`src/rtl/bsg_vanilla_pkg.sv`:
```
// Shared vanilla-core network types: the remote request payload and the issue-stage FSM states.
package bsg_vanilla_pkg;

  typedef struct packed {
    logic        write_not_read;
    logic [3:0]  mask;
    logic [4:0]  reg_id;
    logic [31:0] addr;
    logic [31:0] data;
  } remote_req_s;

  typedef enum logic {e_issue, e_fence} remote_req_issue_state_e;

endpackage

```
`src/rtl/bsg_counter_up_down.sv`:
```
// Up/down credit counter that resets to init_val_p; an over/underflow is a protocol error that holds the count.
module bsg_counter_up_down #(
  parameter int max_val_p  = 16,
  parameter int init_val_p = 16,
  parameter int width_p    = $clog2(max_val_p + 1)
) (
  input  logic               clk_i,
  input  logic               reset_i,
  input  logic               up_i,
  input  logic               down_i,
  output logic [width_p-1:0] count_o
);

  localparam logic [width_p-1:0] max_lp  = width_p'(max_val_p);
  localparam logic [width_p-1:0] init_lp = width_p'(init_val_p);

  logic [width_p-1:0] r_count;
  logic               w_at_max;
  logic               w_at_zero;

  assign w_at_max  = (r_count == max_lp);
  assign w_at_zero = (r_count == '0);
  assign count_o   = r_count;

  // NOTE: sequential state uses non-blocking assignments so every flop samples pre-edge values.
  always_ff @(posedge clk_i or posedge reset_i) begin
    if (reset_i) begin
      r_count <= init_lp;
    end else if (up_i && !down_i && !w_at_max) begin
      r_count <= r_count + 1'b1;
    end else if (down_i && !up_i && !w_at_zero) begin
      r_count <= r_count - 1'b1;
    end
  end

  a_no_overflow: assert property (@(posedge clk_i) disable iff (reset_i)
    !(up_i && !down_i && w_at_max));
  a_no_underflow: assert property (@(posedge clk_i) disable iff (reset_i)
    !(down_i && !up_i && w_at_zero));

endmodule

```
`src/rtl/remote_req_issue.sv`:
```
// Issue stage onto the transmitter's valid-credit remote-request port, with link/outstanding budgets and fence.
// Optional stall-cause pulse outputs are enabled by defining REMOTE_REQ_ISSUE_STATS_EN.
module remote_req_issue
  import bsg_vanilla_pkg::*;
#(
  parameter  int max_out_credits_p       = 16,
  parameter  int ep_credits_p            = 4,
  localparam int credit_counter_width_lp = $clog2(max_out_credits_p + 1)
) (
  input  logic                               clk_i,
  input  logic                               reset_i,
  input  logic                               req_v_i,
  input  remote_req_s                        req_i,
  output logic                               req_ready_o,
  input  logic                               fence_v_i,
  output logic                               fence_done_o,
  output logic                               remote_req_v_o,
  output remote_req_s                        remote_req_o,
  input  logic                               remote_req_credit_i,
  input  logic                               invalid_eva_access_i,
  input  logic                               resp_v_i,
  output logic [credit_counter_width_lp-1:0] out_credits_o
`ifdef REMOTE_REQ_ISSUE_STATS_EN
  ,output logic                              stall_ep_credit_o
  ,output logic                              stall_out_credit_o
  ,output logic                              stall_fence_o
`endif
);

  localparam int ep_width_lp = $clog2(ep_credits_p + 1);
  localparam logic [credit_counter_width_lp-1:0] all_free_lp =
    credit_counter_width_lp'(max_out_credits_p);

  remote_req_issue_state_e r_state, w_state_n;
  logic [ep_width_lp-1:0]  w_ep_cnt;
  logic                    w_accept;
  logic                    w_retire;
  logic                    w_drained;
  logic                    r_remote_req_v;
  remote_req_s             r_remote_req;

  assign req_ready_o = (r_state == e_issue) && (w_ep_cnt != '0)
                       && (out_credits_o != '0) && !fence_v_i;
  assign w_accept    = req_v_i && req_ready_o;
  // A dropped request never gets a response, so it retires its slot directly.
  assign w_retire    = resp_v_i || (invalid_eva_access_i && r_remote_req_v);
  assign w_drained   = (out_credits_o == all_free_lp) && !r_remote_req_v;

  bsg_counter_up_down #(
    .max_val_p (ep_credits_p),
    .init_val_p(ep_credits_p),
    .width_p   (ep_width_lp)
  ) u_ep_credits (
    .clk_i  (clk_i),
    .reset_i(reset_i),
    .up_i   (remote_req_credit_i),
    .down_i (w_accept),
    .count_o(w_ep_cnt)
  );

  // Counts free outstanding slots so out_credits_o comes straight from a flop.
  bsg_counter_up_down #(
    .max_val_p (max_out_credits_p),
    .init_val_p(max_out_credits_p),
    .width_p   (credit_counter_width_lp)
  ) u_out_credits (
    .clk_i  (clk_i),
    .reset_i(reset_i),
    .up_i   (w_retire),
    .down_i (w_accept),
    .count_o(out_credits_o)
  );

  always_ff @(posedge clk_i or posedge reset_i) begin
    if (reset_i) begin
      r_state <= e_issue;
    end else begin
      r_state <= w_state_n;
    end
  end

  // NOTE: a default assignment first keeps combinational blocks free of inferred latches.
  always_comb begin
    w_state_n = r_state;
    case (r_state)
      e_issue: if (fence_v_i) w_state_n = e_fence;
      e_fence: if (w_drained) w_state_n = e_issue;
      default: w_state_n = e_issue;
    endcase
  end

  always_comb begin
    fence_done_o = 1'b0;
    if (r_state == e_fence) fence_done_o = w_drained;
  end

  // NOTE: the payload is datapath; it is reset only because the port must read zero out of reset.
  always_ff @(posedge clk_i or posedge reset_i) begin
    if (reset_i) begin
      r_remote_req_v <= 1'b0;
      r_remote_req   <= '0;
    end else begin
      r_remote_req_v <= w_accept;
      if (w_accept) r_remote_req <= req_i;
    end
  end

  assign remote_req_v_o = r_remote_req_v;
  assign remote_req_o   = r_remote_req;

`ifdef REMOTE_REQ_ISSUE_STATS_EN
  logic w_blocked;
  logic w_fence_cause;
  logic r_stall_ep, r_stall_out, r_stall_fence;

  assign w_blocked     = req_v_i && !req_ready_o;
  assign w_fence_cause = (r_state == e_fence) || fence_v_i;

  always_ff @(posedge clk_i or posedge reset_i) begin
    if (reset_i) begin
      r_stall_ep    <= 1'b0;
      r_stall_out   <= 1'b0;
      r_stall_fence <= 1'b0;
    end else begin
      r_stall_fence <= w_blocked && w_fence_cause;
      r_stall_out   <= w_blocked && !w_fence_cause && (out_credits_o == '0);
      r_stall_ep    <= w_blocked && !w_fence_cause && (out_credits_o != '0) && (w_ep_cnt == '0);
    end
  end

  assign stall_ep_credit_o  = r_stall_ep;
  assign stall_out_credit_o = r_stall_out;
  assign stall_fence_o      = r_stall_fence;
`endif

endmodule

```
`config.mk`:
```
export PLATFORM = sky130hd
export DESIGN_NAME = remote_req_issue
export DESIGN_NICKNAME = d
export VERILOG_FILES = /design/src/rtl/bsg_vanilla_pkg.sv /design/src/rtl/bsg_counter_up_down.sv /design/src/rtl/remote_req_issue.sv
export SDC_FILE = /design/constraint.sdc
export NUM_CORES = 1
export LEC_CHECK = 0
export CAP_MARGIN = 15
export CORE_MARGIN = 2
export CORE_UTILIZATION = 45
export DETAILED_ROUTE_END_ITERATION = 16
export PLACE_DENSITY = 0.86
export SLEW_MARGIN = 5
export SYNTH_ARGS = -nofsm -noshare
export SYNTH_HDL_FRONTEND = slang
export SYNTH_SLANG_ARGS = --single-unit
```
`constraint.sdc`:
```
create_clock -name clk_i -period 5.5 [get_ports clk_i]
set_input_delay 0.825 -clock clk_i [delete_from_list [all_inputs] [get_ports clk_i]]
set_output_delay 0.825 -clock clk_i [all_outputs]
set_load 0.02 [all_outputs]
```
Word-level counts from Yosys, hierarchy flattened

Cells that the tools add are included.

Memories kept: 0
Latch bits: 0
Bits in writable memories: 0
Flip-flop bits (word level): 84
Memory bits (read-only): 0
Logic and storage cells: 54

Equality and inequality tests: 2
Div/mod/pow operators: 0
Magnitude comparators: 0
Multipliers: 0
Shifts and indexed selects: 0
Bitwise operators: 1
Reduce and logical (&&, ||, !) cells: 30
Add/sub/neg operators: 4
Multiplexer cells: 8

Operators with widths:

| operator                                                            | count |
|---|---|
| 1-bit logical AND                                                   | 14 |
| 5-bit two-way mux                                                   | 2 |
| 1-bit logical NOT                                                   | 9 |
| 3-bit two-way mux                                                   | 2 |
| 5-bit by 1-bit adder with 5-bit output (second input constant)      | 1 |
| 5-bit equality test (second input constant)                         | 1 |
| 5-bit logical NOT                                                   | 1 |
| 5-bit nonzero test                                                  | 1 |
| 5-bit by 1-bit subtractor with 5-bit output (second input constant) | 1 |
| 2-bit nonzero test                                                  | 2 |
| 3-bit by 1-bit adder with 3-bit output (second input constant)      | 1 |
| 3-bit equality test (second input constant)                         | 1 |
| 3-bit logical NOT                                                   | 1 |
| 1-bit two-way mux                                                   | 3 |
| 3-bit nonzero test                                                  | 1 |
| 3-bit by 1-bit subtractor with 3-bit output (second input constant) | 1 |
| 1-bit one-hot mux with 2 select lines                               | 1 |
| 1-bit logical OR                                                    | 1 |
| 1-bit inverter                                                      | 1 |

Depth between registers and ports, before layout

Depth after elaboration: 9
Gate-level depth with buffers: 10
Mapped depth without buffers: 10

Modules after synthesis

From an unflattened synthesis, not the netlist that was laid out.

Cells, all modules: 231
Area, all modules: 3520.9 µm²

By module, submodules not included:

| module                               | area each (µm²) | cells an instance | times used | seq. area each (µm²) |
|---|---|---|---|---|
| remote_req_issue                     | 2886.5          | 169               | 1          | 1901.8 |
| bsg_counter_up_down at u_out_credits | 425.4           | 40                | 1          | 126.4 |
| bsg_counter_up_down at u_ep_credits  | 209.0           | 22                | 1          | 76.3 |

Least setup slack after synthesis

No wires, ideal clock.

Path kind: input to register
From: input port fence_v_i
To: register u_out_credits.r_count[4] (netlist: u_out_credits.count_o[4])
Slack: 2.390 ns
Setup time: 0.081 ns
Data arrival time: 3.029 ns
Data required time: 5.419 ns
Stages on the path: 9
Cell sequence: nor2_1 -> nand3_1 -> o21ai_0 -> ha_1 -> nor2b_1 -> o21a_1 -> or2_2 -> or4_1 -> o211ai_1

Longest elaborated chain between the ends: 7
Elaborated cells between the ends (all ways): 10
Classes of those cells: mux (1); reduce/logical (9)

Ends and longest elaborated chain:

| element                                                 | line                      | text |
|---|---|---|
| start, declared                                         | remote_req_issue.sv:15    | `input logic fence_v_i,` |
| 1-bit logical NOT (*)                                   | remote_req_issue.sv:43    | `&& (out_credits_o != '0) && !fence_v_i;` |
| 1-bit logical AND (*)                                   | remote_req_issue.sv:43    |  |
| 1-bit logical AND (*)                                   | remote_req_issue.sv:44    | `assign w_accept = req_v_i && req_ready_o;` |
| 1-bit logical NOT                                       | bsg_counter_up_down.sv:29 | `end else if (up_i && !down_i && !w_at_max) begin` |
| 1-bit logical AND (2 in a row)                          | bsg_counter_up_down.sv:29 |  |
| 5-bit two-way mux or 2-bit nonzero test (tied branches) | -                         |  |
| end signal, assigned                                    | bsg_counter_up_down.sv:28 | `r_count <= init_lp;` |
| end signal, assigned                                    | bsg_counter_up_down.sv:30 | `r_count <= r_count + 1'b1;` |
| end signal, assigned                                    | bsg_counter_up_down.sv:32 | `r_count <= r_count - 1'b1;` |
| end, declared                                           | bsg_counter_up_down.sv:17 | `logic [width_p-1:0] r_count;` |

Mark *: on every way between the ends. The rest lies on a longest branch, timed or not.
A chain may end at the register's enable or synchronous reset.

Worst setup path after layout

Ends and elaborated chain as after synthesis.

==> impl_results.md <==
* Via-to-Cell Ratio at 4.87
* Post-synth EDFFs at 0
* Leak Pwr at approximately 2.6 nW
* Power per standard cell area at 523 nW/um^2
* CP arrival at 3.88 ns
* Seq pwr share at 0.364
* Status: finished clean
* Yosys top cell by area: dfrtp_1
* Area share of the largest cell type after synthesis at 0.577
* Post-cts hold buffer count at 0
* Int Power at 0.00176 W
* Post-synth cell types at 41
* Placed cells at 648
* Skew-Pair Late Insertion Delay at between 0.3 and 0.4 ns
* Die H at 92.9 um
* Synth warn at 0
* Top FF cell, synth: dfrtp_1
* Clock buffer depth at 2
* Final setup TNS at 0 ns
* Routed wl met2 at about 4700 um
* # resized after CTS at 0
* GP Congestion at between 0.9 and 1
* Port Buffers at 162
* Wirelength per Cell at approximately 14 um
* Post-CTS setup buffers at 0
* Sw Share at 0.380
* CP Max Fanout at 5
* FMAX at 276 MHz
* Dominant cells by area after synthesis: dfrtp_1, nand2_1, buf_2, dfstp_2, fa_1
* Mux contribution to synthesized area at 0.00282
* DR top layer: met4
* Fin crit period at ~3.6 ns
* Largest net degree at the start of global routing at 83
* M1 wire length at approximately 3500 um
* Slew Viols, Final at 0
* Footprint of the multi-input gates at 1330 um^2
* Crit path launch type: input port
* Post-synthesis xor/xnor area fraction at 0.0123
* Share of cells above drive strength 1 at 0.0480
* Register area at 2100 um^2
* # diodes at 0
* Syn Std Cell Area at between 3000 and 4000 um^2
* Clock-pin transition on the worst setup and hold timing paths at roughly 0.08 ns
* Crit end category: register
* Vias in the first global route at 3275
* CP Class: input port to register
* Area of the die at around 8600 um^2
* DR iter-0 viols at 111
* CTS tree: yes
* Compound-Gate Fraction of Synth Area at 0.0504
* Antenna Nets Post-Route at 0
* First-pass GRT wire length at roughly 15000 um
* Clock Power Share at 0.162
* DR vias at 3235
* Die Width at 92.9 um
* Grt total ovfl at 0
* Layout area overhead at 53.3%
* Comb pwr share at 0.475
* GRT Total Usage at 0.217
* Fin Clk Skew at 0.00978 ns
* Syn_nets at 488
* Synth Register Bits at 84
* CTS buffer count at 9
* Routed length on met3 at 656 um
* Detailed-router iteration count before antenna repair at 4
* Layout Cells excl Fill at 664
* Worst slew pin tran at 0.822 ns
* Fin worst setup slack at 1.88 ns
* Sequential share of the synthesized area at 0.592
* HP Class: register to register
* # clock sinks at 84
* Root Driver: clkbuf_8
* NetSw at approximately 0.0011 W
* Starting density of the core at 0.462
* Rows at 32
* Number of setup violations in the final report at 0
* Critical Path RT at around 5.8 ns
* Drt drc at 0
* RSZ-0062 raised after global routing: no
* Pre-CTS setup slack at 1.59 ns
* Core Region at about 7700 um^2
* Antenna violations before repair at 0
* WHS at 0.477 ns
* Post-DP HPWL at 6480 um
* Max cap viols at 0
* Post-Synth Simple-Gate Area at 0.285
* Worst vdd ir at ~0.26 mV
* R2R Setup Slk at between 2 and 2.5 ns
* Worst rel slew slack at 0.452
* Tcrit/Tclk final at 0.659
* Syn_area_per_cell at 8.84 um^2
* Final net count at 644
* Post-synth ARST share at 1.00
* I/O pins at 163
* Htree depth at 3
* Filler cell count at between 500 and 600
* Hold Violations, Final at 0
* Post-Synth Adder-Cell Area at 0.0218
* Largest family of logic cells by synthesized area: simple AND/OR/NAND/NOR gates
* Detailed Route WL at 9130 um
* Post-Synthesis Cells at 402
[power by group through the flow]
stage                     clock, W  combinational (W)  sequential (W)
after global routing      0.000497            0.00147         0.00107
final                     0.000460            0.00135         0.00104
after CTS                 0.000471            0.00136         0.00103
after floorplan                  0           0.000432         0.00131
after detailed placement         0            0.00136         0.00104
after global placement           0            0.00131         0.00103
[layout make-up]
cell class              instances  share of cell area
clock buffers                  10              0.0234
flip-flops and latches         84               0.386
multi-input cells             293               0.245
clock inverters                 5              0.0142
inverters                       5             0.00368
well taps                     102              0.0234
repair buffers                165               0.304
[worst paths after layout]
kind,startpoint,endpoint,depth (start not counted)
setup / recovery,fence_v_i,u_out_credits.count_o[4]$_DFFE_PP1P_,10
hold / removal,remote_req_o[2]$_DFFE_PP0P_,remote_req_o[2]$_DFFE_PP0P_,2
setup reg to reg,u_out_credits.count_o[1]$_DFFE_PP0P_,u_out_credits.count_o[4]$_DFFE_PP1P_,8
hold reg to reg,remote_req_o[2]$_DFFE_PP0P_,remote_req_o[2]$_DFFE_PP0P_,2
max in group asynchronous,reset_i,u_ep_credits.count_o[2]$_DFFE_PP1P_,3
min in group asynchronous,reset_i,remote_req_o[16]$_DFFE_PP0P_,2
[cell families (layout without fill, tap and decap cells)]
kind of cell	Yosys count	count (layout)
xor gates and xnor gates	5	5
DFF	84	84
muxes	1	1
and+or+nand+nor	256	256
adders and majority gates	5	5
AOI/OAI and AO/OA	26	26
buffers and inverters	25	185
[Yosys cell counts (2+ instances only)]
| cell type | count |
|---|---|
| xor2_1 | 2 |
| buf_2 | 12 |
| clkbuf_1 | 5 |
| nor2_1 | 10 |
| dfrtp_1 | 82 |
| a21oi_1 | 5 |
| dfstp_2 | 2 |
| o21ai_0 | 5 |
| o21ai_1 | 2 |
| a21o_2 | 2 |
| buf_6 | 2 |
| inv_1 | 5 |
| fa_1 | 2 |
| nor4_1 | 2 |
| xnor2_1 | 3 |
| a31oi_1 | 2 |
| ha_1 | 3 |
| nand3_1 | 6 |
| nor3_1 | 2 |
| nand2_1 | 227 |
[stage by stage]
stage / area, um^2 / util / total power (W)
after floorplan: 3550 / - / 0.00174
after global placement: 5220 / 0.679 / 0.00234
after detailed placement: 5220 / 0.679 / 0.00240
after CTS: 5430 / 0.706 / 0.00287
after global routing: 5450 / 0.708 / 0.00303
final: 5450 / 0.708 / 0.00285
[flip-flops by register name, summed over array words and instances (netlist names)]
| register | count |
|---|---|
| remote_req_o | 74 |
| u_out_credits.count_o | 5 |
| u_ep_credits.count_o | 3 |
| r_state | 1 |
| remote_req_v_o | 1 |
[layout by cell type (no fill, tap or decap), drive strengths merged, types with 3 or more instances in the layout]
master,synthesis,routed
nand2,227,227
clkdlybuf4s50,0,162
dfrtp,82,82
nor2,10,10
clkbuf,5,10
o21ai,7,7
nand3,6,6
a21oi,5,5
inv,5,4
xnor2,3,3
clkinv,0,3
ha,3,3
a21o,3,3
buf,15,3
[metal layers]
| layer | up-vias | global-route usage |
|---|---|---|
| li1 | 1572 | - |
| met1 | 1512 | 0.262 |
| met2 | 128 | 0.367 |
| met3 | 23 | 0.0594 |
| met4 | 0 | 0.0907 |
| met5 | - | 0 |
[critical path, cell delays in order]
cell and delay, ns:
clkdlybuf4s50_1 0.39, nor2_1 0.32, nand3_1 0.25, o21ai_0 0.51, ha_1 0.38, nor2b_1 0.15
o21a_1 0.18, or2_2 0.28, or4_1 0.41, o211ai_1 0.19
Power figures use the tool's default switching activity.
